`src/rtl/y86_pkg.sv`:
```
// Shared Y86-64 encodings: instruction codes, status codes and
// the memory-stage FSM state type.
package y86_pkg;

    localparam logic [3:0] IHALT   = 4'h0;
    localparam logic [3:0] INOP    = 4'h1;
    localparam logic [3:0] IRRMOVQ = 4'h2;
    localparam logic [3:0] IIRMOVQ = 4'h3;
    localparam logic [3:0] IRMMOVQ = 4'h4;
    localparam logic [3:0] IMRMOVQ = 4'h5;
    localparam logic [3:0] IOPQ    = 4'h6;
    localparam logic [3:0] IJXX    = 4'h7;
    localparam logic [3:0] ICALL   = 4'h8;
    localparam logic [3:0] IRET    = 4'h9;
    localparam logic [3:0] IPUSHQ  = 4'hA;
    localparam logic [3:0] IPOPQ   = 4'hB;

    localparam logic [2:0] AOK = 3'd1;
    localparam logic [2:0] HLT = 3'd2;
    localparam logic [2:0] ADR = 3'd3;
    localparam logic [2:0] INS = 3'd4;

    typedef enum logic [1:0] {
        IDLE   = 2'd0,
        ACCESS = 2'd1,
        DONE   = 2'd2
    } mem_state_t;

endpackage

```
`src/rtl/mem_access_decode.sv`:
```
// Combinational decode of the data-memory access an instruction
// performs: direction, byte address and write data.
module mem_access_decode
    import y86_pkg::*;
(
    input  logic [3:0]  icode,
    input  logic [63:0] valE,
    input  logic [63:0] valA,
    input  logic [63:0] valP,
    output logic        is_read,
    output logic        is_write,
    output logic [63:0] addr,
    output logic [63:0] wdata
);

    always_comb begin
        is_read  = 1'b0;
        is_write = 1'b0;
        addr     = 64'd0;
        wdata    = 64'd0;
        case (icode)
            IRMMOVQ, IPUSHQ: begin
                is_write = 1'b1;
                addr     = valE;
                wdata    = valA;
            end
            ICALL: begin
                is_write = 1'b1;
                addr     = valE;
                wdata    = valP;
            end
            IMRMOVQ: begin
                is_read = 1'b1;
                addr    = valE;
            end
            // Stack pops read through the old stack pointer.
            IPOPQ, IRET: begin
                is_read = 1'b1;
                addr    = valA;
            end
            default: ;
        endcase
    end

endmodule

```
`src/rtl/mem_stage.sv`:
```
// Y86-64 memory stage: one instruction in flight, req/ack data port
// with a watchdog, valid/ready handshakes on both sides.
module mem_stage
    import y86_pkg::*;
#(
    parameter logic [63:0] MEM_BYTES = 64'h2000,
    parameter logic [7:0]  TIMEOUT   = 8'd255
) (
    input  logic        clk,
    input  logic        rst,
    input  logic        in_valid,
    output logic        in_ready,
    input  logic [3:0]  in_icode,
    input  logic [2:0]  in_stat,
    input  logic [63:0] in_valE,
    input  logic [63:0] in_valA,
    input  logic [63:0] in_valP,
    input  logic        in_cnd,
    input  logic [3:0]  in_dstE,
    input  logic [3:0]  in_dstM,
    output logic        out_valid,
    input  logic        out_ready,
    output logic [3:0]  out_icode,
    output logic [2:0]  out_stat,
    output logic [63:0] out_valE,
    output logic [63:0] out_valM,
    output logic        out_cnd,
    output logic [3:0]  out_dstE,
    output logic [3:0]  out_dstM,
    output logic        mem_req,
    output logic        mem_we,
    output logic [63:0] mem_addr,
    output logic [63:0] mem_wdata,
    input  logic        mem_ack,
    input  logic [63:0] mem_rdata
);

    mem_state_t  state, state_nx;
    logic [63:0] valA_q, valP_q;
    logic [7:0]  cnt, cnt_inc;
    logic        in_rd, in_wr, in_ok;
    logic        q_rd, q_wr;
    logic [63:0] in_addr, in_wdata, q_addr, q_wdata;

    // The accept decision needs the incoming bundle, the port the latched one.
    mem_access_decode u_dec_in (
        .icode(in_icode), .valE(in_valE), .valA(in_valA), .valP(in_valP),
        .is_read(in_rd), .is_write(in_wr), .addr(in_addr), .wdata(in_wdata)
    );

    mem_access_decode u_dec_q (
        .icode(out_icode), .valE(out_valE), .valA(valA_q), .valP(valP_q),
        .is_read(q_rd), .is_write(q_wr), .addr(q_addr), .wdata(q_wdata)
    );

    assign in_ok     = in_addr <= (MEM_BYTES - 64'd8);
    assign cnt_inc   = cnt + 8'd1;
    assign in_ready  = (state == IDLE);
    assign out_valid = (state == DONE);
    assign mem_req   = (state == ACCESS);
    assign mem_we    = mem_req & q_wr;
    assign mem_addr  = mem_req ? q_addr : 64'd0;
    assign mem_wdata = (mem_req & q_wr) ? q_wdata : 64'd0;

    always_ff @(posedge clk or posedge rst) begin
        if (rst) state <= IDLE;
        else     state <= state_nx;
    end

    always_comb begin
        state_nx = state;
        case (state)
            IDLE: begin
                if (in_valid) begin
                    if (in_stat == AOK && (in_rd || in_wr) && in_ok)
                        state_nx = ACCESS;
                    else
                        state_nx = DONE;
                end
            end
            ACCESS: begin
                if (mem_ack || cnt_inc == TIMEOUT) state_nx = DONE;
            end
            DONE: begin
                if (out_ready) state_nx = IDLE;
            end
            default: state_nx = IDLE;
        endcase
    end

    always_ff @(posedge clk or posedge rst) begin
        if (rst) begin
            out_icode <= 4'd0;
            out_stat  <= 3'd0;
            out_valE  <= 64'd0;
            out_valM  <= 64'd0;
            out_cnd   <= 1'b0;
            out_dstE  <= 4'd0;
            out_dstM  <= 4'd0;
            valA_q    <= 64'd0;
            valP_q    <= 64'd0;
            cnt       <= 8'd0;
        end else begin
            case (state)
                IDLE: begin
                    if (in_valid) begin
                        out_icode <= in_icode;
                        out_valE  <= in_valE;
                        out_cnd   <= in_cnd;
                        out_dstE  <= in_dstE;
                        out_dstM  <= in_dstM;
                        valA_q    <= in_valA;
                        valP_q    <= in_valP;
                        out_valM  <= 64'd0;
                        cnt       <= 8'd0;
                        if (in_stat != AOK)
                            out_stat <= in_stat;
                        else if (!(in_rd || in_wr))
                            out_stat <= (in_icode == IHALT) ? HLT : AOK;
                        else if (!in_ok)
                            out_stat <= ADR;
                        else
                            out_stat <= AOK;
                    end
                end
                ACCESS: begin
                    if (mem_ack) begin
                        out_valM <= q_rd ? mem_rdata : 64'd0;
                        out_stat <= AOK;
                    end else begin
                        cnt <= cnt_inc;
                        if (cnt_inc == TIMEOUT) out_stat <= ADR;
                    end
                end
                default: ;
            endcase
        end
    end

endmodule

```
`config.mk`:
```
export PLATFORM = sky130hd
export DESIGN_NAME = mem_stage
export DESIGN_NICKNAME = d
export VERILOG_FILES = /design/src/rtl/y86_pkg.sv /design/src/rtl/mem_access_decode.sv /design/src/rtl/mem_stage.sv
export SDC_FILE = /design/constraint.sdc
export NUM_CORES = 1
export LEC_CHECK = 0
export CORE_MARGIN = 2
export CORE_UTILIZATION = 40
export DETAILED_ROUTE_END_ITERATION = 8
export PLACE_DENSITY = 0.77
export RECOVER_POWER = 50
export SLEW_MARGIN = 20
export SYNTH_ARGS = -nofsm -noshare
export SYNTH_HDL_FRONTEND = slang
export SYNTH_HIERARCHICAL = 1
export SYNTH_SLANG_ARGS = --single-unit
```
`constraint.sdc`:
```
create_clock -name clk -period 24.2 [get_ports clk]
set_input_delay 2.42 -clock clk [delete_from_list [all_inputs] [get_ports clk]]
set_output_delay 2.42 -clock clk [all_outputs]
set_load 0.005 [all_outputs]
```
======== Yosys cells after proc, flatten, opt, wreduce, memory -nomap -nowiden ========
Index checks and enable logic that the tools add are counted.
storage, ports and cells
  bits in registers ....................... 282
  latch bits .............................. 0
  RAM bits ................................ 0
  bits in read-only memories .............. 0
  input port bits ......................... 277
  output and inout bits ................... 276
  logic and storage cells ................. 87
  memories kept ........................... 0
cells by class
  add/subtract/negate cells ............... 1
  $mul .................................... 0
  divide/modulo/power cells ............... 0
  magnitude comparators ................... 1
  equality and inequality tests ........... 23
  shifts and indexed selects .............. 0
  muxes and demuxes ....................... 29
  bitwise operators ....................... 1
  reductions and logical operators ........ 21
operator list
  cell                                                                                number
  64-bit case mux with 2 select lines                                                 4
  64-bit 2-to-1 mux                                                                   5
  64-bit by 13-bit less-or-equal comparator with 1-bit output, second input constant  1
  4-bit equality test, second input constant                                          8
  4-bit by 3-bit equality test with 1-bit output, second input constant               4
  8-bit 2-to-1 mux                                                                    2
  8-bit case mux with 2 select lines                                                  1
  2-bit 2-to-1 mux                                                                    7
  3-bit 2-to-1 mux                                                                    4
  3-bit AND reduction                                                                 4
  3-bit OR reduction                                                                  4
  8-bit by 1-bit adder with 8-bit output, second input constant                       1
  8-bit equality test, second input constant                                          1
  4-bit OR reduction                                                                  2
  2-bit by 1-bit inequality test with 1-bit output, second input constant             3
  3-bit by 1-bit inequality test with 1-bit output, second input constant             2
  2-bit case mux with 3 select lines                                                  1
  3-bit case mux with 2 select lines                                                  1
  2-bit OR reduction                                                                  3
  4-bit zero test                                                                     1
  1-bit 2-to-1 mux                                                                    4
  2-bit inequality test, second input constant                                        2
  3-bit by 1-bit equality test with 1-bit output, second input constant               1
  2-bit by 1-bit equality test with 1-bit output, second input constant               1
  other kinds (7)                                                                     9

======== Depth between registers and ports, before layout ========
  depth in word-level cells ............... 9
  depth in mapped cells ................... 10
  depth with buffers taken out ............ 7

======== By module ========
The synthesis kept the hierarchy.
by module, submodules not included
  module             instances  cells an instance  area an instance (um^2)  seq. area each (um^2)
  mem_stage          1          1412               11947.7                  7056.8
  mem_access_decode  2          481                4553.1                   0.0

======== Worst setup path after synthesis ========
OpenSTA, ideal clock, no wires.
  path type ............................... input -> register
  start point ............................. in in_icode[0]
  end point ............................... reg state[1]
  setup time .............................. 0.121 ns
  arrival time ............................ 4.264 ns
  required time ........................... 24.079 ns
  slack ................................... 19.815 ns
  stages on the path ...................... 10
  path buffers ............................ 3
  cell sequence ........................... buf_2 -> buf_6 -> buf_2 -> mux2i_1 -> o2bb2ai_2 -> nor4_1 -> nand4_1 -> nor4_1 -> nand3_1 -> a22o_1
on the way
  elaborated cells between the ends (all ways) .. 20
  classes of those cells .................. order compare: 1; eq/ne: 6; mux: 6; reduce/logical: 7
RTL lines
  item                                                                          line                     text
  from (decl)                                                                   mem_stage.sv:13          input logic [3:0] in_icode,
  4-bit by 3-bit equality test with 1-bit output, or another cell as far along  mem_access_decode.sv:21  case (icode)
  4-bit OR reduction (no source line) or 2-bit OR reduction (tied branches)     --
  64-bit case mux with 2 select lines (*)                                       mem_access_decode.sv:21
  named net in_addr[59]                                                         mem_stage.sv:43          logic [63:0] in_addr, in_wdata, q_addr, q_wdata;
  64-bit by 13-bit less-or-equal comparator with 1-bit output (*)               mem_stage.sv:56          assign in_ok = in_addr <= (MEM_BYTES - 64'd8);
  1-bit logical AND (*)                                                         mem_stage.sv:75          if (in_stat == AOK && (in_rd || in_wr) && in_ok)
  2-bit 2-to-1 mux (*)                                                          mem_stage.sv:75
  2-bit 2-to-1 mux (*)                                                          mem_stage.sv:74          if (in_valid) begin
  2-bit case mux with 3 select lines (*)                                        mem_stage.sv:72          case (state)
  to (signal assigned)                                                          mem_stage.sv:67          else state <= state_nx;
  to (decl)                                                                     mem_stage.sv:38          mem_state_t state, state_nx;
The timed path passes the listed nets; every way through them passes the cells marked *. The select of a mux whose other input is x is not followed.
A chain may end at the register's enable or synchronous reset.

======== Worst setup path in the final report ========
  start point ............................. in in_valid
  end point ............................... reg out_icode[3]
on the way
  word-level cells in the longest chain between the ends .. 1
RTL lines
  item                                  line              text
  from (decl)                           mem_stage.sv:11   input logic in_valid,
  2-bit AND reduction (no source line)  --
  to (signal assigned)                  mem_stage.sv:107  out_icode <= in_icode;
  to (decl)                             mem_stage.sv:23   output logic [3:0] out_icode,
No other way between the ends.

==> reports/results.ini <==
[routing]
antenna_left = 0
vias_per_cell = 5.63
drtIter0Drc = 1416
finalWirelength_um = 67100
wl_per_cell_um = 21.7
vias = 17405
drc = 0
dr.pass1.iters = 5

[grt]
gr-usage-met2_pct = 43.5
track_usage_pct = 27.1
antenna_found_initial = 18
grt_overflow = 0
grt_util_met3_pct = 5.48
grt_pass1_wl_um = 100000
grt_most_used_layer = met2
use_met1_pct = 34.2
grt_max_degree = 164
grt_pass1_vias = 16675

[sta]
max_slew_margin_pct = -263
hold_viol = 0
fin_skew_ns = 0.0232
finalCriticalPeriod_ns = 7.67
fin_crit_sh_pct = 31.7
timing.hold.ws_ns = 0.463
clock.fmax_mhz = 130
rsz0062_at_grt = false
worst_slew_pin_slew_ns = 5.44
setup_tns_ns = 0
setup_viol = 0
drv_slew = 305
layout_setup_ws_ns = 16.53

[cells_and_area]
final_common_cell = nand2_1
synthToLayoutAreaGrowth_pct = 35.5
fill_cells = 4024
multiInputGateArea_um2 = 10200
utilization_pct = 54.8
fin_nets = 2733
regArea_um2 = 7070
most-common-layout-cells = 757 x nand2_1, 409 x clkdlybuf4s50_1, 278 x dfrtp_1
layout-drive-gt1-share_pct = 8.72

[die]
die_area_um2 = 47600
die_y_um = 218
rows = 78
core-area_um2 = 45400
die_w_um = 218
initial_core_util_pct = 40.5
pin_count = 553

[clocking]
cts_resized = 0
htreeDepth = 2
tritoncts = yes
clk_latency_ns = 0.54
cts_buffer_depth = 3
cts_buffers = 35
cts_hold_buf = 0
cts.clk_slew.worst_paths_ns = 0.06
root_buffer = clkbuf_16
cts_sinks = 282
post-cts-setup-buffers = 0

[place]
pre_cts_ws_ns = 18.45
placement.io_buffers = 552
gp_congestion = 0.889
hpwl_um = 46400

[synth]
syn_avg_cell_area_um2 = 8.93
synth_area_um2 = 18400
ys.warnings.count = 6
synth_cells = 2056
syn_nets = 2335

[worst_hold_path]
hp-class = flop to flop
whs_path_depth = 2
hold_end = out_valM[43]$_DFFE_PP0P_
worstHoldStart = out_valM[43]$_DFFE_PP0P_

[power_and_ir_drop]
p_leak_uw = 0.0112
power_density_nw_per_um2 = 65.8
ir_drop_v = 0.0000476
total_power_uw = 1640

[worst_setup_path]
arrival_ns = 8.11
reg2reg_to = out_icode[3]$_DFFE_PP0P_
crit_family = buffers and inverters
critPathKind = input pin to flop
startpoint_type = input pin
path_cells = dlygate4sd3_1 > and2_0 > clkbuf_1 > nand2_1 > nand2_1
r2r_cells = 5
end_kind = flop
crit_fanout = 69
worst-path-buf-inv = 2
critPathMaxStageDelay_ns = 2.36
path_common_cell = nand2_1
rr_startpoint = state[1]$_DFFE_PP0P_
required_ns = 24.64
reg2reg_slack_ns = 18.24
slowest_stage = clkbuf_1

[outcome]
status = complete, but fails checks
violations = capacitance limit, slew limit

[job]
cap_viol_max_count = 4

area by class of cell:
class	count	share of cell area [%]
diodes	15	0.151
clock buffers	45	3.79
clock inverters	14	0.639
inverters	7	0.111
multi-input cells	1556	41.1
flip-flops and latches	282	28.4
well taps	600	3.02
repair buffers	572	22.8
worst reg2reg max path: stages, from the launching register on:
cell and delay, ns:
dfrtp_1 0.48, nor2_1 0.31, and2_0 2.00, clkbuf_1 2.36, nand2_1 0.44, nand2_1 0.27
where the power goes:
part           switching [uW]  internal (uW)  total (uW)
clock                     213            307         521
sequential                104            543         648
combinational             250            220         470
total                     567           1070        1640
metrics by stage:
step | cell area [um2] | std cells
floorplan | 18400 | 2056
global placement | 23800 | 3017
detailed placement | 23800 | 3017
CTS | 24900 | 3076
global route | 24900 | 3089
finish | 24900 | 3091
sequential cells by signal, summed over array words and instances (netlist names):
signal,flops
out_valM,64
out_icode,4
out_valE,64
valP_q,64
out_dstM,4
out_stat,3
cnt,8
out_cnd,1
out_dstE,4
state,2
valA_q,64
routing by layer:
layer	routed length, um	up-vias
met5	35	-
met4	3190	6
met3	5140	179
met2	31800	772
met1	27000	8453
li1	-	7995
worst max-delay path by stage:
stage	slack (ns)	cells after the start	end	from
2_1_floorplan	14.00	1	cnt[0]$_DFFE_PP0P_	rst
3_3_place_gp	18.49	9	state[1]$_DFFE_PP0P_	in_icode[2]
3_5_place_dp	18.45	9	out_stat[1]$_DFFE_PP0P_	in_icode[3]
4_1_cts	17.96	5	mem_wdata[11]	out_icode[2]$_DFFE_PP0P_
5_1_grt	16.04	5	out_icode[3]$_DFFE_PP0P_	in_valid
6_report	16.53	5	out_icode[3]$_DFFE_PP0P_	in_valid
Note: power is estimated with default switching activity, not from simulation.
==> patch: new RTL, same settings <==
Reset style: synchronous (`rst`), changed in 2 clocked blocks.
--- a/src/rtl/mem_stage.sv
+++ b/src/rtl/mem_stage.sv
@@ -62,7 +62,7 @@
     assign mem_addr  = mem_req ? q_addr : 64'd0;
     assign mem_wdata = (mem_req & q_wr) ? q_wdata : 64'd0;
 
-    always_ff @(posedge clk or posedge rst) begin
+    always_ff @(posedge clk) begin
         if (rst) state <= IDLE;
         else     state <= state_nx;
     end
@@ -88,7 +88,7 @@
         endcase
     end
 
-    always_ff @(posedge clk or posedge rst) begin
+    always_ff @(posedge clk) begin
         if (rst) begin
             out_icode <= 4'd0;
             out_stat  <= 3'd0;
Formal check against the unedited RTL: not equivalent (Yosys sat finds a counterexample within 4 cycles, from zero or initial values and one cycle with rst high; the reset may be asserted at any time).
==> patch against the unedited design <==
The run still ends with max-capacitance violations, max-slew violations left; register-to-register slack gained 0.55 ns; design area shrank 3.7%; count of clock-buffer cells in the layout grew 7; maximum frequency shrank 23%; critical path type unchanged; wire length grew 1.0%; sequential cell count is the same; clock skew shrank 0.0040 ns; area after synthesis shrank 5.0%; worst setup slack lost 2.3 ns.
Power is not compared: it rests on default switching activity, and its combinational part moved more than twofold at a synthesized area within 25%.
==> patch: results (changes against the unedited design) <==
outcome: "finished, violations left"
cap_violations: 5  # +1
wl_met3_um: 5480  # +6.6%
grt_use_total_pct: 28.4  # +1.3 points
first_iter_violations: 1376  # -2.8%
ir_drop_mv: 0.0532
place_ws_ns: 17.38  # -1.07 ns
place_area_um2: 22800  # -4.3%
slew_violations: 393  # +29%
n_fill_cell: 3809  # -5.3%
cts.reportedPaths.clkPinSlew_ns: 0.06  # about the same
worstPathArrival_ns: 10.40  # +2.29 ns
finClkSkew_ns: 0.0192  # -0.00399 ns
antenna_found_initial: 9  # -9
synth_nets: 2376  # +1.8%
wl_met2_um: 32000  # +0.58%
drive_gt1_share_pct: 8.83  # +0.10 points
violations: "max-capacitance violations, max-slew violations"
path_max_fanout: 116  # +68%
rrSetupSlack_ns: 18.79  # +0.55 ns
m1WireLength_um: 26400  # -2.2%
r2r_cells: 6  # +1
grt_max_degree: 119  # -27%
min_from: "out_valM[5]"
grt_pass1_wl_um: 99600  # -0.67%
finalHoldWorstSlack_ns: 0.447  # -0.0166 ns
vias_per_cell: 5.80  # +3.0%
final_nets: 2747  # +0.51%
placed_cells: 3014  # -0.099%
avgSynthCellArea_um2: 8.32  # -6.8%
gp_congestion: 0.929  # +4.5%
slew-limit-headroom_pct: -298  # -35 points
highest_layer: "met4"
wl_per_cell_um: 22.0  # +1.2%
post-dp-hpwl_um: 47200  # +1.8%
[patch: changes by cell type in the layout (fill, tap and decap cells not counted), sizes merged, moves of 10 or more]
| cell | delta |
|---|---|
| clkbuf | +10 |
| dfrtp | -282 |
| a21oi | +280 |
| nand2 | -274 |
| dfxtp | +282 |
| o21ai | -10 |
[patch: how the worst max path moves through the flow]
stage	slack [ns]	start	endpoint
finish	14.22	rst	out_stat[1]
detailed placement	17.38	out_icode[3]	mem_wdata[58]
global route	13.75	rst	out_stat[1]
global placement	17.47	in_icode[3]	out_stat[1]
CTS	16.79	out_icode[3]	mem_wdata[58]
floorplan	19.69	in_icode[0]	state[0]
[patch: power groups by stage]
| stage | combinational (mW) | clock [mW] | sequential [mW] |
|---|---|---|---|
| after CTS | 0.216 | 0.555 | 0.515 |
| after global placement | 0.211 | 0 | 0.523 |
| after global routing | 0.231 | 0.573 | 0.519 |
| after floorplan | 0.125 | 0 | 0.511 |
| final | 0.216 | 0.545 | 0.516 |
| after detailed placement | 0.215 | 0 | 0.525 |
[patch: per-layer routing]
layer | GRT usage [%] | vias to the layer above
met5 | 0 | -
met4 | 17.6 | 0
met3 | 6.03 | 168
met2 | 46.1 | 839
met1 | 34.2 | 8589
li1 | - | 8299
[patch: cell type report]
| type | count | area (um2) | share of cell area (%) |
|---|---|---|---|
| inverter | 4 | 16.3 | 0.0679 |
| timing repair buffer | 578 | 5740 | 23.9 |
| clock inverter | 9 | 124 | 0.517 |
| sequential | 282 | 5660 | 23.6 |
| tap | 585 | 732 | 3.05 |
| clock buffer | 52 | 1060 | 4.42 |
| antenna | 9 | 22.5 | 0.0940 |
| multi-input combinational | 1567 | 10600 | 44.3 |
[patch: critical path, cell delays in order]
cell and delay (ns):
clkbuf_1 4.08, clkbuf_1 3.13, or4_1 0.39, a21oi_1 0.06, a2bb2oi_1 0.17
